--- src/rtl/alu_pkg.sv ---
// Shared ALU op codes and the issue-controller state encoding.
package alu_pkg;

    localparam logic [2:0] ALU_AND = 3'b000;
    localparam logic [2:0] ALU_OR  = 3'b001;
    localparam logic [2:0] ALU_ADD = 3'b010;
    localparam logic [2:0] ALU_SUB = 3'b100;
    localparam logic [2:0] ALU_MUL = 3'b101;
    localparam logic [2:0] ALU_SLT = 3'b110;

    typedef enum logic [1:0] {
        ST_IDLE = 2'b00,
        ST_EXEC = 2'b01,
        ST_HOLD = 2'b10
    } state_t;

    function automatic logic is_mul(input logic [2:0] op);
        return op == ALU_MUL;
    endfunction

endpackage

--- src/rtl/alu_issue_ctrl.sv ---
// Execute-stage ALU issue controller: accepts one op, holds operands for the
// op latency, captures the ALU result and hands it downstream.
module alu_issue_ctrl
    import alu_pkg::*;
#(
    parameter int DATA_WIDTH  = 32,
    parameter int TAG_WIDTH   = 5,
    parameter int MUL_LATENCY = 4
) (
    input  logic                  CLK,
    input  logic                  RST,
    input  logic                  InValid,
    output logic                  InReady,
    input  logic [DATA_WIDTH-1:0] InSrcA,
    input  logic [DATA_WIDTH-1:0] InSrcB,
    input  logic [2:0]            InALUControl,
    input  logic [TAG_WIDTH-1:0]  InTag,
    output logic [DATA_WIDTH-1:0] SrcA,
    output logic [DATA_WIDTH-1:0] SrcB,
    output logic [2:0]            ALUControl,
    input  logic [DATA_WIDTH-1:0] ALUResult,
    input  logic                  Zero,
    output logic                  OutValid,
    input  logic                  OutReady,
    output logic [DATA_WIDTH-1:0] OutResult,
    output logic                  OutZero,
    output logic [TAG_WIDTH-1:0]  OutTag,
    output logic                  Busy
);

    localparam int CNT_W = (MUL_LATENCY > 1) ? $clog2(MUL_LATENCY) : 1;

    state_t             state;
    state_t             next_state;
    logic [CNT_W-1:0]   cnt;
    logic [TAG_WIDTH-1:0] tag;
    logic               accept;
    logic               capture;
    logic               release_out;

    always_ff @(posedge CLK or negedge RST) begin
        if (!RST) begin
            state <= ST_IDLE;
        end else begin
            state <= next_state;
        end
    end

    always_comb begin
        next_state  = state;
        InReady     = 1'b0;
        Busy        = 1'b0;
        capture     = 1'b0;
        release_out = 1'b0;
        case (state)
            ST_IDLE: begin
                InReady = 1'b1;
                if (InValid) begin
                    next_state = ST_EXEC;
                end
            end
            ST_EXEC: begin
                Busy = 1'b1;
                if (cnt == '0) begin
                    capture    = 1'b1;
                    next_state = ST_HOLD;
                end
            end
            ST_HOLD: begin
                Busy    = 1'b1;
                InReady = OutReady;
                if (OutReady) begin
                    release_out = 1'b1;
                    // Handoff and new accept share one edge, so no bubble.
                    next_state  = InValid ? ST_EXEC : ST_IDLE;
                end
            end
            default: begin
                next_state = ST_IDLE;
            end
        endcase
        accept = InValid && InReady;
    end

    // Operands only move on accept, keeping the MUL multicycle path legal.
    always_ff @(posedge CLK or negedge RST) begin
        if (!RST) begin
            SrcA       <= '0;
            SrcB       <= '0;
            ALUControl <= '0;
            tag        <= '0;
            cnt        <= '0;
        end else if (accept) begin
            SrcA       <= InSrcA;
            SrcB       <= InSrcB;
            ALUControl <= InALUControl;
            tag        <= InTag;
            cnt        <= is_mul(InALUControl) ? CNT_W'(MUL_LATENCY - 1) : '0;
        end else if (state == ST_EXEC && cnt != '0) begin
            cnt <= cnt - CNT_W'(1);
        end
    end

    always_ff @(posedge CLK or negedge RST) begin
        if (!RST) begin
            OutValid  <= 1'b0;
            OutResult <= '0;
            OutZero   <= 1'b0;
            OutTag    <= '0;
        end else if (capture) begin
            OutValid  <= 1'b1;
            OutResult <= ALUResult;
            OutZero   <= Zero;
            OutTag    <= tag;
        end else if (release_out) begin
            OutValid <= 1'b0;
        end
    end

endmodule

--- config.mk ---
export PLATFORM = sky130hd
export DESIGN_NAME = alu_issue_ctrl
export DESIGN_NICKNAME = d
export VERILOG_FILES = /design/src/rtl/alu_pkg.sv /design/src/rtl/alu_issue_ctrl.sv
export SDC_FILE = /design/constraint.sdc
export NUM_CORES = 1
export LEC_CHECK = 0
export CAP_MARGIN = 20
export CORE_UTILIZATION = 45
export CTS_BUF_LIST = sky130_fd_sc_hd__clkbuf_16
export DETAILED_ROUTE_END_ITERATION = 10
export PLACE_DENSITY_LB_ADDON = 0.12
export SYNTH_ARGS = -nofsm -noshare
export SYNTH_HDL_FRONTEND = slang
export SYNTH_SLANG_ARGS = --single-unit
export TNS_END_PERCENT = 1
--- constraint.sdc ---
create_clock -name CLK -period 4.05 [get_ports CLK]
set_input_delay 1.0125 -clock CLK [delete_from_list [all_inputs] [get_ports CLK]]
set_output_delay 1.0125 -clock CLK [all_outputs]
set_load 0.05 [all_outputs]
# Word-level counts from Yosys, hierarchy flattened
# Index checks and enable logic that the tools add are counted.
# W data, S select, Z words.
# word_totals
in_bits	109
register_bits	115
elab_cells	42
# op_classes
mux	16
eq_ne	6
n_reduce_logical	9
add_sub_neg	1
# op_table
operator	count
$mux W2	6
$mux W1	8
$ne A2 B2 Y1 const B	3
$pmux W2 S3	1
$reduce_bool A2 Y1	3
$logic_not A2 Y1	2
$eq A3 B3 Y1 const B	1
$reduce_and A3 Y1	1
$eq A2 B1 Y1 const B	1
$eq A2 B2 Y1 const B	1
$logic_and A1 B1 Y1	2
$pmux W1 S2	1
$reduce_or A2 Y1	1
$sub A2 B1 Y2 const B	1

# Depth between registers and ports, before layout
# Gate-level depths: netlist (run 1).
# depth
ltp_word	4
depth_mapped	7
ltp_nobuf	5

# Least setup slack after synthesis (run 1)
# Ideal clock, no wire load.
# synth_timing
path_kind	input port to output port
startpoint	input port OutReady
endpoint	output port InReady
required_time_ns	3.038
path_stages	1
t_arrival_ns	1.413
slack_ns	1.625
path_buffers	0
path_cell_list	a21o_1
# synth_via
elab_chain_len	1
# synth_rtl
item	line	rtl
start, declared	alu_issue_ctrl.sv:24	input logic OutReady,
$pmux W1 S2	alu_issue_ctrl.sv:55	case (state)
end, declared	alu_issue_ctrl.sv:13	output logic InReady,
# No other way between the ends.

# Final worst setup path (run 1)
# Ends and elaborated chain as after synthesis.

==> results of run 1 <==
-- final timing paths --
| kind | depth (start not counted) | to | slack, ns | start |
|---|---|---|---|---|
| setup / recovery | 3 | InReady | 0.50 | OutReady |
| hold / removal | 2 | OutValid | 0.48 | OutValid |
| setup reg to reg | 6 | SrcA[0] | 1.77 | state[0] |
| hold reg to reg | 2 | OutValid | 0.48 | OutValid |
| max in group asynchronous | 2 | SrcA[17] | 2.59 | RST |
| min in group asynchronous | 1 | SrcB[20] | 0.67 | RST |
-- cell usage in the layout (no fill, tap or decap) --
cell type / n
mux2_2: 45
nand4_1: 1
xnor2_1: 1
a21oi_1: 1
buf_12: 2
and2_4: 1
clkbuf_16: 17
mux2_4: 68
a21o_1: 1
nand2_1: 5
bufinv_16: 2
dfrtp_1: 115
clkinv_2: 6
clkinv_1: 1
clkinv_4: 1
ha_1: 6
buf_4: 3
nor2_1: 1
nor2b_1: 2
o21ai_0: 2
a221oi_1: 1
clkdlybuf4s50_1: 215
clkinvlp_4: 2
inv_1: 7
-- registers in the layout (all words and copies together) (netlist names) --
name,cells
state,2
OutTag,5
SrcA,32
SrcB,32
ALUControl,3
tag,5
OutResult,32
cnt,2
OutValid,1
OutZero,1
-- cell families after synthesis --
| group | after synthesis | synth area share |
|---|---|---|
| multiplexers | 113 | 0.325 |
| adder cells (fa/ha/maj) | 6 | 0.0160 |
| buffers and inverters | 18 | 0.0277 |
| flip-flops | 115 | 0.613 |
| AND/OR/NAND/NOR | 10 | 0.0101 |
| AO/OA/AOI/OAI | 5 | 0.00666 |
| XOR/XNOR | 1 | 0.00186 |
-- cell type report --
type | instances | area (sq um) | share of cell area
Clock buffer | 17 | 425 | 0.0566
Multi-Input combinational cell | 135 | 1690 | 0.225
Sequential cell | 115 | 2880 | 0.383
Clock inverter | 13 | 121 | 0.0161
Timing Repair Buffer | 220 | 2210 | 0.294
Tap cell | 133 | 166 | 0.0221
Inverter | 6 | 22.5 | 0.00299
-- layer usage --
metal  global-route usage  routed length [microns]
met4               0.0622                      131
met5                    0                        0
met1                0.262                     4550
met2                0.358                     5630
met3               0.0840                      758
-- worst reg2reg max path, cell delays in order, from the launching register on --
cell,delay [ns]
dfrtp_1,0.42
inv_1,0.10
ha_1,0.21
a21o_1,0.19
and2_4,0.54
buf_4,0.37
mux2_4,0.33
-- per-stage QoR --
step	area, sq um	std cells
finish	7520	639
detailed placement	6970	609
CTS	7520	639
floorplan	4700	268
global route	7520	639
global placement	6970	609
==> key figures, run 1 <==
Die
  – Die height: 104 microns
  – DIE WIDTH: 104 microns
  – Core area: 9950 sq um
  – # IOs: 217
  – Initial Utilization: 0.472
  – Die area: 10900 sq um
  – Core Rows: 36

CTS
  – Hold buffer count at cts: 0
  – Root Buffer: clkbuf_16
  – CTS resizes: 0
  – H-tree level count: 4
  – Clk slew on worst S/H paths: 0.05 ns
  – CTS tree: built
  – Post-CTS Setup Bufs: 0
  – CTS max path bufs: 2
  – Clock Sinks: 115
  – Num CTS Buffers: 17
  – Clk Latency, worst-skew pair: 0.40 ns

Placed design
  – Number of I/O port buffers: 216
  – Routability Congestion: 0.743
  – Final HPWL DP: 7.82 mm
  – Dpl ws: 0.508 ns

Timing
  – Fin. max-slew vios: 0
  – RSZ-0062 raised after global routing: no
  – Final worst slack: 0.499 ns
  – Final min period: 3.55 ns
  – Final-report setup violation count: 0
  – Hold_ws: 0.484 ns
  – Slew HR: 0.510
  – Final Cycle Share: 0.877
  – Worst-Margin Slew: 0.735 ns
  – Clock skew: 0.00852 ns
  – Setup TNS: 0 ns
  – F_max: 282 MHz
  – Final Hold Fails: 0

Final layout
  – Fillcell total: 655
  – Layout cell share with drive strength beyond 1: 0.291
  – Inserted Diodes: 0
  – Final core occ: 0.756
  – Final-stage net count: 610
  – Layout area overhead: 60.1%

Setup path
  – Critical path endpoint category: primary output
  – CP max stage delay: 0.84 ns
  – Bufs and invs on worst path: 2
  – Crit-path max FO: 4
  – Crit Path Class: in2out
  – Cell mode on critical path: clkdlybuf4s50_1
  – Crit path launch type: input pin
  – Crit-path cells: clkdlybuf4s50_1 > a21o_1 > clkdlybuf4s50_1
  – Slowest cell on the critical path: clkdlybuf4s50_1
  – Top delay family on crit path: buffers and inverters
  – Worst endpoint data arrival time: 2.54 ns
  – CP required: 3.04 ns

Route
  – Initial DRC count: 86
  – DRT antenna net count: 0
  – Avg WL per Cell: 17.3 microns
  – Post-DR vias/cell: 4.72
  – DR vias: 3016
  – DRT Pass-1 Iters: 4
  – Drt total wl: 11.1 mm
  – DRC viols: 0

Synth
  – Seq/Total Area, Yosys: 0.613
  – Unique masters post-synth: 18
  – Async S/R FF share, synth: 1.00
  – Yosys top cell by area: dfrtp_1
  – Syn_nets: 383
  – Flops & latches, synth: 115
  – Post-Syn Area per Cell: 17.5 sq um
  – Commonest cells post-synth: 115 x dfrtp_1, 68 x mux2_4, 45 x mux2_2
  – Mapped Area: 4700 sq um
  – Cell count after synthesis: 268
  – Post-synth top area share: 0.613
  – Post-synth EDFFs: 0
  – Count leader, synth: dfrtp_1
  – Top cells by area, synth: dfrtp_1 61%, mux2_4 22%, mux2_2 11%
  – Most used flip-flop cell after synthesis: dfrtp_1
  – Yosys warns: 0

Global routing
  – Vias in the first global route: 3352
  – Initial antenna violation count: 0
  – First-pass GRT wire length: 18.0 mm
  – GRT Resource Usage Total: 0.216
  – Largest net degree at the start of global routing: 60
  – GRT Residual Overflow: 0

Run status
  – Run status: complete, no violations

Hold path
  – Worst min path class: reg2reg

Job
  – Max-capacitance violation count: 0
Power of run 1 is left out: the tool's default activity adds up to more than one toggle a clock period on the data nets, which glitch-free logic cannot reach.
==> run 2: changes to the inputs <==
--- a/config.mk
+++ b/config.mk
@@ -6,7 +6,7 @@
 export NUM_CORES = 1
 export LEC_CHECK = 0
 export CAP_MARGIN = 20
-export CORE_UTILIZATION = 45
+export CORE_UTILIZATION = 30
 export CTS_BUF_LIST = sky130_fd_sc_hd__clkbuf_16
 export DETAILED_ROUTE_END_ITERATION = 10
 export PLACE_DENSITY_LB_ADDON = 0.12
==> run 2 against run 1 <==
Effect of this change:
- critical path depth did not move
- sequential cell count did not move
- die area rose by 49%
- wire length fell by 1.4%
- first-iteration DRC count fell by 3.5%
- non-clock buffer count rose by 1
- via count fell by 0.30%
- global-route usage fell by 7.6 points
- sequential share of layout area fell by 0.55 points
- maximum frequency fell by 1.2%
- final cell count rose by 13%
==> key figures, run 2 (same netlist as run 1, synthesis figures left out) <==
Run status
  – Run status: complete, no violations

Final layout
  – Inserted Diodes: 0
  – Layout area overhead: 62.4%
  – Most frequent cells in the layout: 215 x clkdlybuf4s50_1, 115 x dfrtp_1, 68 x mux2_4, 45 x mux2_2, 17 x clkbuf_16
  – Layout cell share with drive strength beyond 1: 0.291
  – Biggest regs: OutResult x32, SrcA x32, SrcB x32
  – Register area: 2880 sq um
  – Area of the multi-input gates: 1690 sq um
  – Fillcell total: 1364
  – Final-stage net count: 611
  – Most common cell after layout, fill and taps aside: clkdlybuf4s50_1

Route
  – DRC viols: 0
  – Post-DR vias/cell: 4.18
  – Initial DRC count: 83
  – Avg WL per Cell: 15.1 microns
  – Drt total wl: 10.9 mm
  – DR vias: 3007
  – DRT Pass-1 Iters: 4
  – DRT antenna net count: 0

Placed design
  – Routability Congestion: 0.702
  – Number of I/O port buffers: 216
  – Final HPWL DP: 7.73 mm

Setup path
  – Crit-path max FO: 4
  – CP startpoint: OutReady
  – Worst endpoint data arrival time: 2.58 ns
  – Critical path endpoint category: primary output
  – Worst reg-to-reg path cell count: 6
  – R2R Path Start: state[0]
  – Crit Path Class: in2out
  – FF-to-FF setup slack: 1.78 ns
  – Critical Path End: InReady
  – Crit path launch type: input pin
  – CP required: 3.04 ns
  – Reg-to-reg endpoint: SrcA[1]

Global routing
  – Met1 usage: 0.171
  – GRT Residual Overflow: 0
  – Initial antenna violation count: 0
  – M2 GR Usage: 0.225
  – GRT Resource Usage Total: 0.140
  – Met3 Use GR: 0.0528
  – Vias in the first global route: 3163
  – GR peak layer: met2
  – Largest net degree at the start of global routing: 61
  – First-pass GRT wire length: 17.0 mm

Die
  – Die area: 16200 sq um
  – Core Rows: 45
  – Initial Utilization: 0.308
  – Die height: 127 microns
  – DIE WIDTH: 127 microns
  – Core area: 15300 sq um
  – # IOs: 217

Timing
  – Setup TNS: 0 ns
  – Clock skew: 0.00661 ns
  – F_max: 278 MHz
  – Slew HR: 0.472
  – Final Hold Fails: 0
  – Fin. max-slew vios: 0
  – Final Cycle Share: 0.888
  – Final min period: 3.60 ns
  – Final-report setup violation count: 0
  – RSZ-0062 raised after global routing: no
  – Worst-Margin Slew: 0.792 ns

Hold path
  – Worst min path class: reg2reg
  – Worst hold start: OutValid

CTS
  – CTS max path bufs: 2
  – CTS tree: built
  – Root Buffer: clkbuf_16
  – Num CTS Buffers: 17
  – H-tree level count: 4
  – Clk slew on worst S/H paths: 0.05 ns
  – Clock Sinks: 115
  – Hold buffer count at cts: 0
  – CTS resizes: 0
  – Clk Latency, worst-skew pair: 0.40 ns
  – Post-CTS Setup Bufs: 0

Job
  – Max-capacitance violation count: 0
## run 2: cell count changes in the layout (fill, tap and decap cells not counted), sizes merged
cell	delta
clkinv	+1
clkinvlp	-1
buf	+1
inv	+2
## run 2: worst max-delay path, cell delays in order
cell             delay (ns)
clkdlybuf4s50_1        0.54
a21o_1                 0.20
clkdlybuf4s50_1        0.83
## run 2: metal layers
layer / part of all wire / up-vias
met3: 0.054 / 9
met2: 0.50 / 106
met1: 0.42 / 1504
met5: 0 / -
li1: - / 1388
met4: 0.017 / 0
## run 2: cell type report
type,count,share of cell area
sequential,115,0.377
clock inverter,15,0.0166
tap,211,0.0346
inverter,6,0.00295
multi-input combinational,135,0.222
timing repair buffer,221,0.291
clock buffer,17,0.0557
## run 2: worst min-delay path by stage
stage,to,slack (ns),cells past startpoint
final,OutValid,0.47,2
after global routing,OutResult[19],0.51,1
after CTS,OutValid,0.48,2
after detailed placement,OutValid,0.47,2
after global placement,OutValid,0.46,2
after floorplan,tag[0],0.48,1
## run 2: through the flow
step | hold WS (ns) | area [sq um] | setup WS (ns) | std cells | utilization
finish | 0.474 | 7630 | 0.454 | 720 | 0.500
global route | 0.512 | 7630 | 0.382 | 720 | 0.500
CTS | 0.481 | 7630 | 0.438 | 720 | 0.500
detailed placement | 0.469 | 7080 | 0.450 | 688 | 0.464
global placement | 0.464 | 7080 | 0.431 | 688 | 0.464
floorplan | 0.478 | 4700 | 1.62 | 268 | -
Power of run 2 is left out for the same reason.
==> run 3: changes to the inputs <==
--- a/config.mk
+++ b/config.mk
@@ -10,7 +10,8 @@
 export CTS_BUF_LIST = sky130_fd_sc_hd__clkbuf_16
 export DETAILED_ROUTE_END_ITERATION = 10
 export PLACE_DENSITY_LB_ADDON = 0.12
+export SETUP_SLACK_MARGIN = 0.2
 export SYNTH_ARGS = -nofsm -noshare
 export SYNTH_HDL_FRONTEND = slang
 export SYNTH_SLANG_ARGS = --single-unit
-export TNS_END_PERCENT = 1
+export TNS_END_PERCENT = 100
==> results of run 3 <==
The final DEF is identical to that of run 2; final timing and power are the same.
Power of run 3 is left out for the same reason.
